### src/rtl/down_timer_ctrl.sv
// Programmable down-timer controller: loads a count, paces decrements via a
// prescaler, and pulses done at terminal count (one-shot or auto-reload).
module down_timer_ctrl #(
  parameter int N  = 4,
  parameter int PW = 4
) (
  input  logic          clk,
  input  logic          rst,
  input  logic          start,
  input  logic          stop,
  input  logic          pause,
  input  logic [N-1:0]  load_val,
  input  logic [PW-1:0] presc,
  input  logic          mode,
  output logic [N-1:0]  q,
  output logic          busy,
  output logic          done,
  output logic [1:0]    state
);

  typedef enum logic [1:0] {
    S_IDLE = 2'd0,
    S_RUN  = 2'd1,
    S_HOLD = 2'd2,
    S_DONE = 2'd3
  } state_e;

  state_e        state_q;
  logic [N-1:0]  q_q, reload_q;
  logic [PW-1:0] pcnt_q, presc_q;
  logic          mode_q, done_q;
  logic          tick_d, term_d;

  assign tick_d = (pcnt_q == presc_q);
  assign term_d = (q_q == '0);

  always_ff @(posedge clk) begin
    if (rst) begin
      state_q  <= S_IDLE;
      q_q      <= '0;
      pcnt_q   <= '0;
      done_q   <= 1'b0;
      reload_q <= '0;
      presc_q  <= '0;
      mode_q   <= 1'b0;
    end else begin
      done_q <= 1'b0;
      if (stop) begin
        state_q <= S_IDLE;
        q_q     <= '0;
        pcnt_q  <= '0;
      end else if (start) begin
        reload_q <= load_val;
        presc_q  <= presc;
        mode_q   <= mode;
        q_q      <= load_val;
        pcnt_q   <= '0;
        state_q  <= S_RUN;
      end else begin
        case (state_q)
          S_RUN, S_HOLD: begin
            if (pause) begin
              state_q <= S_HOLD;
            end else if (!tick_d) begin
              // Leaving HOLD counts this edge too, so a pause costs exactly its length.
              state_q <= S_RUN;
              pcnt_q  <= pcnt_q + 1'b1;
            end else begin
              pcnt_q <= '0;
              if (!term_d) begin
                state_q <= S_RUN;
                q_q     <= q_q - 1'b1;
              end else begin
                done_q <= 1'b1;
                if (mode_q) begin
                  state_q <= S_RUN;
                  q_q     <= reload_q;
                end else begin
                  state_q <= S_DONE;
                end
              end
            end
          end
          default: ;
        endcase
      end
    end
  end

  assign q     = q_q;
  assign done  = done_q;
  assign state = state_q;
  assign busy  = (state_q == S_RUN) || (state_q == S_HOLD);

endmodule
### config.mk
export PLATFORM = sky130hd
export DESIGN_NAME = down_timer_ctrl
export DESIGN_NICKNAME = d
export VERILOG_FILES = /design/src/rtl/down_timer_ctrl.sv
export SDC_FILE = /design/constraint.sdc
export NUM_CORES = 1
export LEC_CHECK = 0
export ABC_AREA = 1
export CORE_UTILIZATION = 45
export CTS_BUF_LIST = sky130_fd_sc_hd__clkbuf_8
export CTS_CLUSTER_SIZE = 10
export DETAILED_ROUTE_END_ITERATION = 8
export GPL_ROUTABILITY_DRIVEN = 0
export MAX_ROUTING_LAYER = met4
export PLACE_DENSITY = 0.76
export SLEW_MARGIN = 30
export SYNTH_ARGS = -nofsm -noshare
export SYNTH_HDL_FRONTEND = slang
export SYNTH_SLANG_ARGS = --single-unit
### constraint.sdc
create_clock -name clk -period 1.85 [get_ports clk]
set_clock_uncertainty 0.2 [all_clocks]
set_input_delay 0.2775 -clock clk [delete_from_list [all_inputs] [get_ports clk]]
set_output_delay 0.2775 -clock clk [all_outputs]
set_load 0.05 [all_outputs]
After elaboration in Yosys (flattened, before gate mapping)
Index checks and enable logic that the tools add are counted.
W data, S select, Z words.
{"block": "totals", "register_bits": 20, "input_bits": 14, "output_inout_bits": 8, "wordCells": 44}
{"block": "op_classes", "addsub": 2, "eq_ne": 5, "mux": 14, "bitwise": 4, "reduce_logical": 11}
{"cell": "$mux W4", "count": 7}
{"cell": "$mux W2", "count": 4}
{"cell": "$reduce_or A6 Y1", "count": 1}
{"cell": "$add A4 B1 Y4 const B", "count": 1}
{"cell": "$eq A4 B4 Y1", "count": 1}
{"cell": "$logic_not A4 Y1", "count": 1}
{"cell": "$not A1 Y1", "count": 4}
{"cell": "$reduce_and A2 Y1", "count": 2}
{"cell": "$reduce_and A4 Y1", "count": 1}
{"cell": "$reduce_bool A2 Y1", "count": 2}
{"cell": "$reduce_or A2 Y1", "count": 2}
{"cell": "$sub A4 B1 Y4 const B", "count": 1}
{"cell": "$mux W1", "count": 3}
{"cell": "$ne A3 B3 Y1 const B", "count": 1}
{"cell": "$reduce_or A3 Y1", "count": 1}
{"cell": "$eq A2 B1 Y1 const B", "count": 1}
{"cell": "$eq A2 B2 Y1 const B", "count": 1}
{"cell": "$ne A2 B2 Y1 const B", "count": 1}
{"cell": "$logic_or A1 B1 Y1", "count": 1}

Longest topological paths before layout
{"block": "depth", "ltp_word": 6, "mapped_depth": 10, "depth_no_buf": 10}

Worst setup path before layout
OpenSTA, ideal clock, no wires.
{"block": "synth_path", "path_type": "reg-to-reg", "start": "register q_q[0], in the netlist q[0]", "end": "register q_q[0], in the netlist q[0]", "setup_ps": 64, "arrival_ps": 1593, "required_time_ps": 1586, "path_slack_ps": -7, "path_stages_with_launch": 10, "path_buffers": 0, "period_less_slack_ps": 1857, "cell_sequence": "dfxtp_1 > inv_1 > ha_1 > nand2_2 > nor2_4 > nand2_1 > o21ai_1 > o21ai_0 > nor2_1 > nor2_1"}
{"block": "synth_between", "elab_chain_cells": 6, "elab_cells_between_ends": 9, "classes_between": "add/sub (1); eq/ne (1); mux (5); reduce/logical (2)"}
{"item": "from (decl)", "line_no": "29", "rtl": "logic [N-1:0] q_q, reload_q;"}
{"item": "from (signal assigned)", "line_no": "56", "rtl": "q_q <= load_val;"}
{"item": "from (signal assigned)", "line_no": "72", "rtl": "q_q <= q_q - 1'b1;"}
{"item": "from (signal assigned)", "line_no": "77", "rtl": "q_q <= reload_q;"}
{"item": "$sub A4 B1 Y4 or $logic_not A4 Y1 (tied branches)", "line_no": "72, 35"}
{"item": "$mux W4", "line_no": "70", "rtl": "if (!term_d) begin"}
{"item": "$mux W4", "line_no": "64", "rtl": "end else if (!tick_d) begin"}
{"item": "$mux W4", "line_no": "62", "rtl": "if (pause) begin"}
{"item": "$mux W4", "line_no": "60", "rtl": "case (state_q)"}
{"item": "$mux W4", "line_no": "52", "rtl": "end else if (start) begin"}
Parallel ways exist; a longest one is shown, timed or not. The select of a mux whose other input is x is not followed.
A chain may end at the register's enable or synchronous reset.

Worst setup path after layout
{"block": "layout_path", "start": "register q_q[0], in the netlist q[0]", "end": "register q_q[2], in the netlist q[2]"}
The elaborated chain is that of the path after synthesis.

==> flow_summary.ini <==
[synthesis]
syn_area_per_cell_um2 = 6.96
synth_nets = 171
ys_top_cells_by_count = 39 x nand2_1, 22 x inv_1, 20 x dfxtp_1, 15 x nor2_1
synth_top_area_share_pct = 37.1
ys.flop_type = dfxtp_1
synth-edff-count = 0
yosys-top-cells-area = dfxtp_1 37%, nand2_1 14%, inv_1 7.7%
synth_cell_types = 26
netlist_area_um2 = 1080
synth.most_common_cell = nand2_1
seq_area_frac_synth_pct = 37.1
async_reset_ff_share_pct = 0
synth_area_leader_cell = dfxtp_1
syn_inst = 155
yosysWarningCount = 0
synth-seq-cells = 20

[clocking]
clock_sinks = 20
insertion_delay_ns = 0.25
cts_hold_buf = 0
post_cts_buffers = 0
cts_max_path_buffers = 2
clkTransAtPathRegs_ns = 0.07
ctsResizeCount = 0
ctsRootBufferMaster = clkbuf_8
cts_tree = yes
htreeDepth = 1
cts_buffers = 3

[sta]
holdWs_ns = 0.267
fin_crit_sh_pct = 91.1
maxClockFrequency_ghz = 0.593
setup_violations = 0
rsz0062_at_grt = false
worst_slew_pin_slew_ns = 0.251
slew-limit-headroom_pct = 83.2
fin_crit_ns = 1.69
drv_slew = 0
setup_tns_ns = 0
hold_violations = 0

[worst_hold_path]
hold_start = presc_q[0]
min_to = presc_q[0]
min_path_cells = 2
min_path_type = register to register

[global_routing]
track_usage_pct = 19.4
grt_start_max_net_pins = 19
grt_pass1_vias = 965
grt_overflow = 0
grt_pass1_wl_um = 3730
antenna_found_initial = 0

[setup_path]
ff2ff_path_depth = 8
critPathKind = register to register
cp_max_fo = 7
end_kind = register
crit_path_start_kind = register
rrSetupSlack_ns = 0.16
cp.arrival_ns = 1.67
r2r_start = q[0]
timing.rr.end = q[2]
required_ns = 1.83

[power]
ir_worst_vdd_mv = 0.414
p_int_w = 0.000685
p_leak_nw = 0.615
seq_power_share_pct = 47.5
p_clk_share_pct = 29.0
netSwitchingFraction_pct = 29.2
p_comb_share_pct = 23.6
p_switching_w = 0.000283
power_density_nw_per_um2 = 710

[place]
dp_hpwl_um = 1720
io_buffers = 21
dpl_cell_area_um2 = 1320

[finish]
multiInputGateArea_um2 = 563
ff_latch_area_um2 = 402
finalInstanceArea_um2 = 1360
n_fill_cell = 227
drive_above_1_share_pct = 17.8
antennaDiodeCount = 0
fin_util_pct = 61.0
syn_to_final_growth_pct = 26.3
nets = 198

[die]
die_w_um = 51.0
num_io_pins = 22
dieHeight_um = 51.0
die-area_um2 = 2600
rows = 17
core-area_um2 = 2230
initial_utilization_pct = 48.3

[drt]
wl_um = 2120
wire_per_inst_um = 10.2
ant_nets = 0
via_count = 1002
drt_iter0_markers = 21
drcViolationCount = 0
via_per_inst = 4.82
dr.pass1.iters = 4

[status]
status = complete, no violations

[run]
cap_violations = 0
==> layout by cell type (no fill, tap or decap), types with 2 or more instances in the layout <==
cell type,count
ha_1,2
nor2_2,2
clkbuf_8,3
inv_2,4
buf_4,9
nand2_1,39
nor2_1,15
a21oi_1,12
nand3_1,6
o21ai_0,12
nand2_2,3
dfxtp_1,19
o21ai_1,2
nand2_4,2
clkdlybuf4s50_1,13
nand4_1,2
inv_1,22
==> logic make-up after synthesis <==
kind of cell    Yosys count  synth area share (%)
compound gates           30                  15.3
buf+inv                  28                  10.7
flops                    20                  37.1
simple gates             74                  33.8
xor+xnor                  1                 0.812
fa+ha+maj                 2                  2.32
==> power by group through the flow <==
stage	Clock [W]	Combinational, W	Sequential (W)
3_5_place_dp	0	0.000227	0.000469
4_1_cts	0.000285	0.000229	0.000460
3_3_place_gp	0	0.000223	0.000469
5_1_grt	0.000300	0.000255	0.000462
2_1_floorplan	0	0.000134	0.000488
6_report	0.000280	0.000228	0.000460
==> worst max-delay path: stages, from the launching register on <==
cell and delay (ns):
dfxtp_2 0.32, inv_1 0.11, ha_1 0.24, nand2_2 0.12, nor2_4 0.17, nand3_2 0.12, nand3_4 0.13, nand2_1 0.06
a21oi_1 0.13
==> layout make-up <==
class	count	share of cell area [%]
clock buffers	3	3.03
inverters	27	7.62
multi-input cells	107	41.3
flip-flops and latches	20	29.5
well taps	28	2.57
repair buffers	23	16.0
==> sequential cells by signal, indices dropped and copies added (netlist names) <==
register and flops:
q 4, pcnt_q 4, presc_q 4, mode_q 1, state 2, done 1, reload_q 4
==> stage by stage <==
| step | power [W] | setup WS (ns) | cells |
|---|---|---|---|
| global placement | 0.000692 | 0.173 | 205 |
| detailed placement | 0.000697 | 0.123 | 205 |
| global route | 0.00102 | 0.0287 | 208 |
| finish | 0.000968 | 0.164 | 208 |
| floorplan | 0.000622 | 0.0351 | 155 |
| CTS | 0.000973 | 0.164 | 208 |
==> worst max-delay path by stage <==
stage	startpoint	to	slack (ns)	cells after the start
after floorplan	q[1]	q[0]	0.04	9
after global placement	pause	pcnt_q[3]	0.17	5
after detailed placement	pause	pcnt_q[3]	0.12	5
after CTS	q[0]	q[2]	0.16	8
after global routing	q[0]	q[1]	0.03	9
final	q[0]	q[2]	0.16	8
==> layer usage <==
metal	share of wire, %	vias up	global-route usage [%]	wire length [um]
met5	0	-	-	0
met4	0.80	0	7.87	17
met3	2.9	2	3.57	61
met2	50	16	33.6	1050
met1	47	445	21.8	986
li1	-	539	-	-
Power figures use the tool's default switching activity.
